[src/rtl/outgoing_response_buffer_pkg.sv]
// Shared AXI read-path types: AR request entry and R response beat entry.
package outgoing_response_buffer_pkg;

  localparam int unsigned IdWidthDef   = 8;
  localparam int unsigned DataWidthDef = 64;
  localparam int unsigned RespWidthDef = 2;
  localparam int unsigned AddrWidthDef = 32;

  typedef struct packed {
    logic [IdWidthDef-1:0]   id;
    logic [AddrWidthDef-1:0] addr;
    logic [7:0]              len;
    logic [2:0]              size;
    logic [1:0]              burst;
  } ar_entry_t;

  typedef struct packed {
    logic [IdWidthDef-1:0]   id;
    logic [DataWidthDef-1:0] data;
    logic [RespWidthDef-1:0] resp;
    logic                    last;
  } r_entry_t;

endpackage

[src/rtl/r_if.sv]
// AXI R channel bundle with sender/receiver views.
interface r_if #(
  parameter int unsigned ID_WIDTH   = outgoing_response_buffer_pkg::IdWidthDef,
  parameter int unsigned DATA_WIDTH = outgoing_response_buffer_pkg::DataWidthDef,
  parameter int unsigned RESP_WIDTH = outgoing_response_buffer_pkg::RespWidthDef
) ();
  logic                  valid;
  logic                  ready;
  logic [ID_WIDTH-1:0]   id;
  logic [DATA_WIDTH-1:0] data;
  logic [RESP_WIDTH-1:0] resp;
  logic                  last;

  modport sender   (output valid, id, data, resp, last, input ready);
  modport receiver (input valid, id, data, resp, last, output ready);
endinterface

[src/rtl/rob_fifo_core.sv]
// Circular FIFO: pointers, occupancy count and unreset storage, read is combinational.
module rob_fifo_core #(
  parameter int unsigned EntryW = 75,
  parameter int unsigned Depth  = 16
) (
  input  logic              clk,
  input  logic              rst,
  input  logic              push,
  input  logic              pop,
  input  logic [EntryW-1:0] wdata,
  output logic [EntryW-1:0] rdata,
  output logic              full,
  output logic              empty
);
  localparam int unsigned PtrW = $clog2(Depth);
  localparam int unsigned CntW = $clog2(Depth + 1);

  logic [PtrW-1:0]   wr_ptr, rd_ptr;
  logic [CntW-1:0]   count;
  logic [EntryW-1:0] mem [Depth];
  logic              push_ok, pop_ok;

  assign push_ok = push & ~full;
  assign pop_ok  = pop & ~empty;

  always_ff @(posedge clk or negedge rst) begin
    if (!rst) begin
      wr_ptr <= '0;
      rd_ptr <= '0;
      count  <= '0;
    end else begin
      if (push_ok) wr_ptr <= (wr_ptr == PtrW'(Depth - 1)) ? '0 : wr_ptr + PtrW'(1);
      if (pop_ok)  rd_ptr <= (rd_ptr == PtrW'(Depth - 1)) ? '0 : rd_ptr + PtrW'(1);
      case ({push_ok, pop_ok})
        2'b10:   count <= count + CntW'(1);
        2'b01:   count <= count - CntW'(1);
        default: count <= count;
      endcase
    end
  end

  always_ff @(posedge clk) begin
    if (push_ok) mem[wr_ptr] <= wdata;
  end

  assign rdata = mem[rd_ptr];
  assign full  = (count == CntW'(Depth));
  assign empty = (count == '0);

endmodule

[src/rtl/outgoing_response_buffer.sv]
// R-beat buffer toward the AXI master; optionally holds beats until a whole burst is stored.
module outgoing_response_buffer
  import outgoing_response_buffer_pkg::*;
#(
  parameter int unsigned ID_WIDTH   = IdWidthDef,
  parameter int unsigned DATA_WIDTH = DataWidthDef,
  parameter int unsigned RESP_WIDTH = RespWidthDef,
  parameter int unsigned DEPTH      = 16,
  parameter int unsigned STORE_FWD  = 1
) (
  input  logic                       clk,
  input  logic                       rst,
  r_if.receiver                      r_in,
  r_if.sender                        r_out,
  output logic                       Outgoing_buffer_full,
  output logic                       Outgoing_buffer_empty,
  output logic [$clog2(DEPTH+1)-1:0] burst_count
);
  localparam int unsigned EntryW = ID_WIDTH + DATA_WIDTH + RESP_WIDTH + 1;
  localparam int unsigned CntW   = $clog2(DEPTH + 1);

  logic              push, pop, full, empty, fwd_active;
  logic [EntryW-1:0] wdata, rdata;

  assign r_in.ready = ~full;
  assign push       = r_in.valid & ~full;
  assign pop        = r_out.valid & r_out.ready;
  assign wdata      = {r_in.id, r_in.data, r_in.resp, r_in.last};
  assign {r_out.id, r_out.data, r_out.resp, r_out.last} = rdata;

  rob_fifo_core #(
    .EntryW (EntryW),
    .Depth  (DEPTH)
  ) u_core (
    .clk   (clk),
    .rst   (rst),
    .push  (push),
    .pop   (pop),
    .wdata (wdata),
    .rdata (rdata),
    .full  (full),
    .empty (empty)
  );

  // Full releases an over-long burst; fwd_active lets a started burst drain without its tail.
  assign r_out.valid = ~empty & ((STORE_FWD == 0) || (burst_count != '0) || full || fwd_active);

  always_ff @(posedge clk or negedge rst) begin
    if (!rst) begin
      burst_count <= '0;
      fwd_active  <= 1'b0;
    end else begin
      case ({push & r_in.last, pop & rdata[0]})
        2'b10:   burst_count <= burst_count + CntW'(1);
        2'b01:   burst_count <= burst_count - CntW'(1);
        default: burst_count <= burst_count;
      endcase
      if (pop) fwd_active <= ~rdata[0];
    end
  end

  assign Outgoing_buffer_full  = full;
  assign Outgoing_buffer_empty = empty;

endmodule

[src/flat_wrapper.sv]
// flat-port wrapper written by rule: the top's interface ports become plain ports
module outgoing_response_buffer_flat import outgoing_response_buffer_pkg::*;
#(
  parameter int unsigned ID_WIDTH   = IdWidthDef,
  parameter int unsigned DATA_WIDTH = DataWidthDef,
  parameter int unsigned RESP_WIDTH = RespWidthDef,
  parameter int unsigned DEPTH      = 16,
  parameter int unsigned STORE_FWD  = 1
)
  (clk, rst, Outgoing_buffer_full, Outgoing_buffer_empty, burst_count, r_in_valid, r_in_id, r_in_data, r_in_resp, r_in_last, r_in_ready, r_out_valid, r_out_id, r_out_data, r_out_resp, r_out_last, r_out_ready);
  r_if #(.ID_WIDTH(ID_WIDTH), .DATA_WIDTH(DATA_WIDTH), .RESP_WIDTH(RESP_WIDTH)) r_in_i ();
  r_if #(.ID_WIDTH(ID_WIDTH), .DATA_WIDTH(DATA_WIDTH), .RESP_WIDTH(RESP_WIDTH)) r_out_i ();
  input  logic clk;
  input  logic rst;
  output logic Outgoing_buffer_full;
  output logic Outgoing_buffer_empty;
  output logic [$clog2(DEPTH+1)-1:0] burst_count;
  input wire logic [$bits(r_in_i.valid)-1:0] r_in_valid;
  input wire logic [$bits(r_in_i.id)-1:0] r_in_id;
  input wire logic [$bits(r_in_i.data)-1:0] r_in_data;
  input wire logic [$bits(r_in_i.resp)-1:0] r_in_resp;
  input wire logic [$bits(r_in_i.last)-1:0] r_in_last;
  output wire logic [$bits(r_in_i.ready)-1:0] r_in_ready;
  output wire logic [$bits(r_out_i.valid)-1:0] r_out_valid;
  output wire logic [$bits(r_out_i.id)-1:0] r_out_id;
  output wire logic [$bits(r_out_i.data)-1:0] r_out_data;
  output wire logic [$bits(r_out_i.resp)-1:0] r_out_resp;
  output wire logic [$bits(r_out_i.last)-1:0] r_out_last;
  input wire logic [$bits(r_out_i.ready)-1:0] r_out_ready;
  assign r_in_i.valid = r_in_valid;
  assign r_in_i.id = r_in_id;
  assign r_in_i.data = r_in_data;
  assign r_in_i.resp = r_in_resp;
  assign r_in_i.last = r_in_last;
  assign r_in_ready = r_in_i.ready;
  assign r_out_valid = r_out_i.valid;
  assign r_out_id = r_out_i.id;
  assign r_out_data = r_out_i.data;
  assign r_out_resp = r_out_i.resp;
  assign r_out_last = r_out_i.last;
  assign r_out_i.ready = r_out_ready;
  outgoing_response_buffer #(.ID_WIDTH(ID_WIDTH), .DATA_WIDTH(DATA_WIDTH), .RESP_WIDTH(RESP_WIDTH), .DEPTH(DEPTH), .STORE_FWD(STORE_FWD)) u_core (.clk(clk), .rst(rst), .r_in(r_in_i), .r_out(r_out_i), .Outgoing_buffer_full(Outgoing_buffer_full), .Outgoing_buffer_empty(Outgoing_buffer_empty), .burst_count(burst_count));
endmodule
[config.mk]
export PLATFORM = sky130hd
export DESIGN_NAME = outgoing_response_buffer_flat
export DESIGN_NICKNAME = d
export VERILOG_FILES = /design/src/rtl/outgoing_response_buffer_pkg.sv /design/src/rtl/r_if.sv /design/src/rtl/rob_fifo_core.sv /design/src/rtl/outgoing_response_buffer.sv /design/src/flat_wrapper.sv
export SDC_FILE = /design/constraint.sdc
export NUM_CORES = 1
export LEC_CHECK = 0
export CAP_MARGIN = 20
export CELL_PAD_IN_SITES_DETAIL_PLACEMENT = 1
export CELL_PAD_IN_SITES_GLOBAL_PLACEMENT = 2
export CORE_UTILIZATION = 46
export DETAILED_ROUTE_END_ITERATION = 8
export DONT_BUFFER_PORTS = 1
export GPL_ROUTABILITY_DRIVEN = 0
export GPL_TIMING_DRIVEN = 1
export PLACE_DENSITY = 0.76
export SKIP_CTS_REPAIR_TIMING = 1
export SYNTH_ARGS = -nofsm -noshare
export SYNTH_HDL_FRONTEND = slang
export SYNTH_SLANG_ARGS = --single-unit
[constraint.sdc]
create_clock -name clk -period 6.9 [get_ports clk]
set_clock_uncertainty 0.1 [all_clocks]
set_input_delay 1.38 -clock clk [delete_from_list [all_inputs] [get_ports clk]]
set_output_delay 1.38 -clock clk [all_outputs]
set_load 0.03 [all_outputs]
==> results.md, run 1 <==
- Of the total power, combinational logic draws 29.0%.
- The start of the worst register-to-register path is u_core.u_core.rd_ptr[0]$_DFFE_PN0P_.
- The tree built by TritonCTS fans out to ~1200 sinks.
- The final HPWL from detailed placement is around 52 mm.
- The count of final max-slew check failures is 0.
- TritonCTS built the clock tree.
- For this design the top-level I/O count stands at 163.
- The final layout contains routed wiring with a total length of 104 mm.
- The upper clock frequency limit is 0.191 GHz.
- The first-pass iteration count of the detailed router is 7.
- The total negative setup slack is 0 ps.
- The worst pin sits at a relative slew slack of 22.8%.
- The power density over cell area is around 430 nW/um^2.
- The largest fanout on the critical path is 34.
- The floorplan step defined a core boundary enclosing ~100000 sq um.
- The number of warnings issued by yosys is 0.
- The net switching power is 0.00716 W.
- For the pin with the worst max-slew slack, the measured transition is 1160 ps.
- The net switching share of the total power is around 32%.
- The net count of the finished layout is 2199.
- Setup repair after global routing left no endpoint under its margin.
- The distinct cell type count of the synthesized netlist is 40.
- The critical path is of the register to output port type.
- STA classifies the critical path endpoint as an output port.
- The minimum clock period is roughly 5200 ps.
- The number of clock buffers added by TritonCTS is 121.
- Entering global routing, the biggest net connects 101 pins.
- A synthesized cell averages 22.7 sq um.
- The root buffer cell chosen for the clock tree is sky130_fd_sc_hd__clkbuf_16.
- The maximum level of the CTS H-tree is 3.
- The average via count per standard cell is roughly 5.8.
- The mapped netlist covers 46700 sq um.
- The type of the most critical hold path is input pin to asynchronous set/reset pin.
- The number of cells produced by synthesis is 2056.
- The endpoint arrival time on the critical path is around 3800 ps.
- The final hold violation count is 0.
- In this run the vertical extent of the chip is 321 um.
- The type of origin of the critical path is a register.
- The post-detailed-placement cell area is around 49000 sq um.
- Max-cap violations in this run came to 0.
- The die covers 103000 sq um.
- The number of antenna diodes is 0.
- The worst register-to-register path has a depth of 13.
- The number of global-route vias before repair is 22695.
- The die is around 320 um wide.
- The worst-case vdd ir drop is 0.346 mV.
- The internal reg-to-reg setup slack is 2360 ps.
- The post-synthesis sequential area ratio is 78.2%.
- Summing all non-filler instances in the final layout gives an area of 52500 sq um.
- In this run the worst setup path begins at u_core.u_core.rd_ptr[0]$_DFFE_PN0P_.
- The total number of placement rows is 116.
- The net count after synthesis is 2150.
- For this block, the initial DRC count from the detailed router was 1582.
- The worst register-to-register path ends at u_core.burst_count[4]$_DFFE_PN0P_.
- The number of filler instances in the final layout is roughly 8600.
- Global routing consumed, over all layers together, roughly 20% of the routing resources.
- The worst-case hold slack is 274 ps.
- The capturing element of the worst setup path is r_out_data[0].
- In the finished design, the share of the clock period the worst path needs comes to 75.8%.
- The maximum count of clock buffers along a single path is 3.
- The total overflow left after global routing is 0.
- The total of flip-flops plus latches after synthesis is between 1000 and 1500.
- STA puts the critical path data required time at 5420 ps.
- The post-layout total power is 0.0223 W.
- The clock share of power is 28.9%.
- The source-to-sink clock delay at the later pin of the worst-skew pair is roughly 700 ps.
- Of the total power, registers draw between 40% and 50%.
- The layout cell share with drive strength beyond 1 is 24.2%.
- The cell leakage power is 16.3 nW.
- The internal portion of the total power is ~0.015 W.
- For this run, design rule violations remaining after detail routing come to 0.
- The number of nets with antenna violations after routing is 0.
- The average wire length per cell after detail routing is 29.1 um.
- The vias after detailed routing is 20793.
- The register clock-pin slew on the reported worst setup and hold paths is 60 ps.
- The flow ran to the end, and the final reports show no timing, DRC or antenna violations.
- Relative to the synthesized area, the layout overhead comes to 12.4%.
- The number of antenna violations at the first check in global routing is 0.
- During placement, the flow inserted port buffers numbering 0.
- The final setup violation count is 0.
- The initial core utilization is 46.6%.
- The global-route wire length before repair is 153 mm.
-- cell families (layout without fill, tap and decap cells) --
family / Yosys count / after routing / synth area share (%)
xor gates and xnor gates: 10 / 10 / 0.187
DFF: 1219 / 1219 / 78.2
AOI/OAI and AO/OA: 171 / 171 / 2.29
and+or+nand+nor: 133 / 133 / 1.62
buffers and inverters: 129 / 279 / 1.19
adders and majority gates: 15 / 15 / 0.434
muxes: 379 / 379 / 16.1
-- placed cells by master, fill, tap and decap left out, drive strengths merged, types with 16 or more instances in the layout --
master | netlist | routed
mux2i | 79 | 79
clkinv | 0 | 55
a21oi | 78 | 78
clkbuf | 63 | 149
nor2b | 78 | 78
mux4 | 298 | 298
a211oi | 74 | 74
nand2 | 16 | 16
buf | 53 | 42
edfxtp | 1200 | 1200
dfrtp | 19 | 19
inv | 13 | 17
-- power groups by stage --
stage / clock [W] / sequential [W] / combinational [W]
5_1_grt: 0.00684 / 0.00946 / 0.00694
6_report: 0.00645 / 0.00940 / 0.00648
2_1_floorplan: 0 / 0.00923 / 0.00519
3_5_place_dp: 0 / 0.00956 / 0.00661
3_3_place_gp: 0 / 0.00950 / 0.00652
4_1_cts: 0.00660 / 0.00941 / 0.00664
-- through the flow --
stage	setup WS, ps	utilization, %	std cells
finish	1670	52.4	3563
global route	1460	52.4	3563
CTS	1600	52.4	3563
detailed placement	2330	48.5	3339
global placement	2250	48.5	3338
floorplan	1200	-	2056
-- routing by layer --
metal	vias up	GRT usage [%]	routed length, um
met5	-	0	0
met4	0	5.17	1950
met3	129	4.29	6390
met2	522	34.5	52100
met1	11359	27.2	43300
li1	8783	-	-
-- how the worst min path moves through the flow --
| stage | from | end | cells after the start |
|---|---|---|---|
| 2_1_floorplan | u_core.u_core.count[4]$_DFFE_PN0P_ | u_core.u_core.count[4]$_DFFE_PN0P_ | 1 |
| 3_3_place_gp | u_core.u_core.count[4]$_DFFE_PN0P_ | u_core.u_core.count[4]$_DFFE_PN0P_ | 1 |
| 3_5_place_dp | u_core.u_core.count[4]$_DFFE_PN0P_ | u_core.u_core.count[4]$_DFFE_PN0P_ | 1 |
| 4_1_cts | rst | u_core.u_core.count[2]$_DFFE_PN0P_ | 0 |
| 5_1_grt | rst | u_core.u_core.count[4]$_DFFE_PN0P_ | 0 |
| 6_report | rst | u_core.u_core.count[4]$_DFFE_PN0P_ | 0 |
-- sequential cells by signal (all words and copies together) (netlist names) --
name                  cells
u_core.u_core.mem      1200
u_core.burst_count        5
u_core.u_core.count       5
u_core.u_core.rd_ptr      4
u_core.u_core.wr_ptr      4
u_core.fwd_active         1
-- final cells by class --
type                            instances  area [sq um]  share of cell area (%)
Inverter                               13          48.8                  0.0929
Clock inverter                         75           729                    1.39
Multi-Input combinational cell        708          9790                    18.6
Timing Repair Buffer                   42           566                    1.08
Sequential cell                      1219         36500                    69.6
Clock buffer                          149          3150                    6.01
Tap cell                             1357          1700                    3.23
-- worst max-delay path: stages (launching register included) --
cell and delay (ps):
sky130_fd_sc_hd__dfrtp_4 890, sky130_fd_sc_hd__buf_4 680, sky130_fd_sc_hd__mux4_2 330, sky130_fd_sc_hd__nor2b_1 130, sky130_fd_sc_hd__a211oi_1 80, sky130_fd_sc_hd__a21oi_1 870
-- synth_stat cells --
cell type                  instances  share of area (%)
sky130_fd_sc_hd__o221ai_1          1              0.019
sky130_fd_sc_hd__mux2_4            2              0.064
sky130_fd_sc_hd__nor4_1            1              0.013
sky130_fd_sc_hd__buf_2            46               0.49
sky130_fd_sc_hd__or3b_2            2              0.038
sky130_fd_sc_hd__nor2b_1          78                1.0
sky130_fd_sc_hd__nand2b_1          6              0.080
sky130_fd_sc_hd__edfxtp_1       1200                 77
sky130_fd_sc_hd__and2_2            1              0.016
sky130_fd_sc_hd__nor2_1           14               0.11
sky130_fd_sc_hd__buf_6             1              0.024
sky130_fd_sc_hd__clkbuf_1         63               0.51
sky130_fd_sc_hd__ha_1             13               0.35
sky130_fd_sc_hd__nor3_1            4              0.043
sky130_fd_sc_hd__a22o_2            1              0.021
sky130_fd_sc_hd__nor3b_1           1              0.016
sky130_fd_sc_hd__a31oi_1           1              0.013
sky130_fd_sc_hd__buf_1             4              0.032
sky130_fd_sc_hd__a21oi_1          78               0.84
sky130_fd_sc_hd__o32a_1            1              0.021
sky130_fd_sc_hd__or4_1             2              0.032
sky130_fd_sc_hd__o41ai_1           1              0.019
sky130_fd_sc_hd__mux2i_1          79                1.7
sky130_fd_sc_hd__a21o_2            1              0.019
sky130_fd_sc_hd__o21ai_0          10               0.11
sky130_fd_sc_hd__fa_1              2              0.086
sky130_fd_sc_hd__xnor2_1           6               0.11
sky130_fd_sc_hd__dfrtp_1          19                1.0
sky130_fd_sc_hd__and2_1            1              0.013
sky130_fd_sc_hd__nand3_1           5              0.054
sky130_fd_sc_hd__buf_4             2              0.032
sky130_fd_sc_hd__a211oi_1         74                1.2
sky130_fd_sc_hd__and3_1            1              0.013
sky130_fd_sc_hd__a21o_1            2              0.032
sky130_fd_sc_hd__nand2_1          16               0.13
sky130_fd_sc_hd__xor2_1            4              0.075
sky130_fd_sc_hd__o22ai_1           1              0.013
sky130_fd_sc_hd__mux4_2          298                 14
sky130_fd_sc_hd__and2_4            1              0.019
sky130_fd_sc_hd__inv_1            13               0.10
No activity file was read; power rests on OpenSTA's default activity.
==> run 2: changes to the inputs <==
Settings changed: CORE_UTILIZATION 46 to 51, PLACE_DENSITY 0.76 to 0.8.
Clock period 6.9 ns to 5.46 ns, I/O delays scaled along.
==> run 2 against run 1 <==
Setup slack worse by 1000 ps. Clock-buffer cell count down 5. Critical path type unchanged. Final cell count down 5.1%.
==> results.md, run 2 (synthesis results as in run 1) <==
- The final setup violation count is 0 (unchanged).
- The post-route DRC violation count is 0 (unchanged).
- The clock tree from TritonCTS is done (unchanged).
- The startpoint identified for the worst hold timing path is r_in_data[62].
- The source-to-sink clock delay at the later pin of the worst-skew pair is 700 ps (about the same).
- The overall overflow remaining after global route is 0 (unchanged).
- For hold timing, the worst endpoint is u_core.u_core.mem[2][65]$_DFFE_PP_.
- The worst-case vdd ir drop was 0.477 mV (was 0.346 mV).
- Leading registers by flop count: u_core.u_core.mem: 1200 flops, u_core.burst_count: 5 flops, u_core.u_core.count: 5 flops (unchanged).
- Result of the run: finished, final reports clean (unchanged).
- The number of global-route vias before repair came to 22673 (was 22695).
- The final instance area came to 52100 sq um (was 52500 sq um).
- The count of final max-slew check failures is 0 (unchanged).
- The number of buffers created by CTS is 121 (unchanged).
- The hold path depth is 0.
- The non-filler instance count after layout is 3382 (was 3563).
- The port buffer count is 0 (unchanged).
- The final net count is 2203 (was 2199).
- The share of the core filled with cells in the final layout is 57.7% (was 52.4%).
- The number of antenna diodes was 0 (unchanged).
- The initial core utilization came to 51.7% (was 46.6%).
- The global-route usage over all layers was 22.4% (was 20.5%).
- The destination of the worst register-to-register timing path was u_core.burst_count[4]$_DFFE_PN0P_ (unchanged).
- The largest net degree at the start of global routing came to 119 (was 101).
- The required time of the critical path is 4270 ps (was 5420 ps).
- The largest fanout on the critical path is 94 (was 34).
- The most frequent standard cell in the layout excluding fill and tap cells is sky130_fd_sc_hd__edfxtp_1 (unchanged).
- The final hold violation count was 0 (unchanged).
- The global-route wire length before repair is 152 mm (was 153 mm).
- The floorplan die width is 305 um (was 321 um).
- The post-detailed-placement cell area is 48400 sq um (was 48600 sq um).
- The total number of placement rows is 110 (was 116).
- The total negative setup slack is 0 ps (unchanged).
- Setup repair after global routing missed its margin: false (unchanged).
- The floorplan die area was 92800 sq um (was 103000 sq um).
- The layout overhead on the synthesized area is 11.6% (was 12.4%).
- The height of the chip came to 305 um (was 321 um).
- The type of origin of the critical path is a register (unchanged).
- The worst slew margin relative to its limit is 22.7% (was 22.8%).
- The number of antenna violations at the first check in global routing is 0 (unchanged).
- The cell leakage power came to 16.3 nW (about the same).
- The number of nets with antenna violations after routing is 0 (unchanged).
- The power density over cell area is 532 nW/um^2 (was 425 nW/um^2).
- The element type at the critical path end is an output port (unchanged).
- The final HPWL from detailed placement is 52.3 mm (was 52.4 mm).
- The first-pass iteration count of the detailed router came to 5 (was 7).
- The worst path uses between 80 and 90% of the clock period.
- The start of the worst register-to-register path is u_core.u_core.rd_ptr[0]$_DFFE_PN0P_ (unchanged).
- The placed instance count came to 3161 (was 3339).
- The maximum count of clock buffers along a single path came to 3 (unchanged).
- The number of max-capacitance violations reported is 0 (unchanged).
- The vias after detailed routing is 20997 (was 20793).
- The register with the most flip-flops is u_core.u_core.mem (unchanged).
- The endpoint arrival time on the critical path is 3610 ps (was 3750 ps).
- The average via count per standard cell is 6.21 (was 5.84).
- The type of the most critical hold path is input pin to register (was input pin to asynchronous set/reset pin).
- The area of the core is 90400 sq um (was 100000 sq um).
- The worst-case hold slack is 382 ps (was 274 ps).
- The number of flip-flops under the largest register name is 1200 (unchanged).
- The average wire length per cell after detail routing is 30.3 um (was 29.1 um).
- The register clock-pin slew on the reported worst setup and hold paths is 60 ps (about the same).
- Commonest non-fill, non-tap cells in the layout: sky130_fd_sc_hd__edfxtp_1, sky130_fd_sc_hd__mux4_2, sky130_fd_sc_hd__clkbuf_16, sky130_fd_sc_hd__mux2i_1 (unchanged).
- The clock period could shrink to 4800 ps.
- The I/O pin total is 163 (unchanged).
- The buffer type at the clock tree root is sky130_fd_sc_hd__clkbuf_16 (unchanged).
- The critical path class is register to output port (unchanged).
- The number of clock sinks is 1219 (unchanged).
- The slew at the pin closest to its max-slew limit is 1160 ps (about the same).
- The logic depth of the worst register-to-register path is 11 (was 13).
- The maximum level of the CTS H-tree came to 3 (unchanged).
- The layout cell share with drive strength beyond 1 came to 24.4% (was 24.2%).
- The total detailed-routing wirelength was 102 mm (was 104 mm).
- The number of filler instances in the final layout came to 7371 (was 8561).
- The internal reg-to-reg setup slack is 1370 ps (was 2360 ps).
- The iteration-0 DRC count of the detailed router was 1880 (was 1582).
- Static timing analysis puts the maximum clock frequency at ~0.21 GHz.
==> run 2: worst max-delay path by stage <==
stage / startpoint / end / slack [ps] / cells after the start
3_5_place_dp: u_core.u_core.rd_ptr[0]$_DFFE_PN0P_ / r_out_data[58] / 1310 / 5
5_1_grt: u_core.u_core.rd_ptr[0]$_DFFE_PN0P_ / r_out_data[58] / 370 / 5
2_1_floorplan: r_in_valid / u_core.u_core.mem[15][0]$_DFFE_PP_ / 50 / 4
3_3_place_gp: u_core.u_core.rd_ptr[0]$_DFFE_PN0P_ / r_out_data[58] / 1330 / 5
4_1_cts: u_core.u_core.rd_ptr[0]$_DFFE_PN0P_ / r_out_id[3] / 470 / 4
6_report: u_core.u_core.rd_ptr[0]$_DFFE_PN0P_ / r_out_data[0] / 660 / 5
==> run 2: layer usage <==
layer  global-route usage, %  wire length [um]
met3                    4.94              6400
met4                    5.29              1870
met5                       0                 0
met1                    29.7             41900
met2                    38.2             52300
==> run 2: power by group <==
group | total (W) | switching (W) | leakage [nW] | internal, W
clock network | 0.00776 | 0.00339 | 1.81 | 0.00437
registers | 0.0117 | 0.000469 | 11.1 | 0.0112
logic | 0.00827 | 0.00504 | 3.42 | 0.00323
total | 0.0277 | 0.00890 | 16.3 | 0.0188
==> run 2: cell type report <==
class | instances | area (sq um) | share of cell area (%)
Inverter | 13 | 48.8 | 0.0936
Sequential cell | 1219 | 36500 | 70.1
Clock buffer | 144 | 3160 | 6.06
Multi-Input combinational cell | 708 | 9790 | 18.8
Tap cell | 1176 | 1470 | 2.82
Clock inverter | 76 | 524 | 1.01
Timing Repair Buffer | 46 | 623 | 1.20
==> run 2: critical path: stages, from the launching register on <==
cell and delay (ps):
sky130_fd_sc_hd__dfrtp_4 770, sky130_fd_sc_hd__buf_12 640, sky130_fd_sc_hd__mux4_2 350, sky130_fd_sc_hd__nor2b_1 130, sky130_fd_sc_hd__a211oi_1 70, sky130_fd_sc_hd__a21oi_1 920
==> run 2: metrics by stage <==
step / total power (W) / setup slack (ps)
after floorplan: 0.0182 / 51.4
after global placement: 0.0201 / 1330
after detailed placement: 0.0203 / 1310
after CTS: 0.0281 / 473
after global routing: 0.0288 / 367
final: 0.0277 / 659
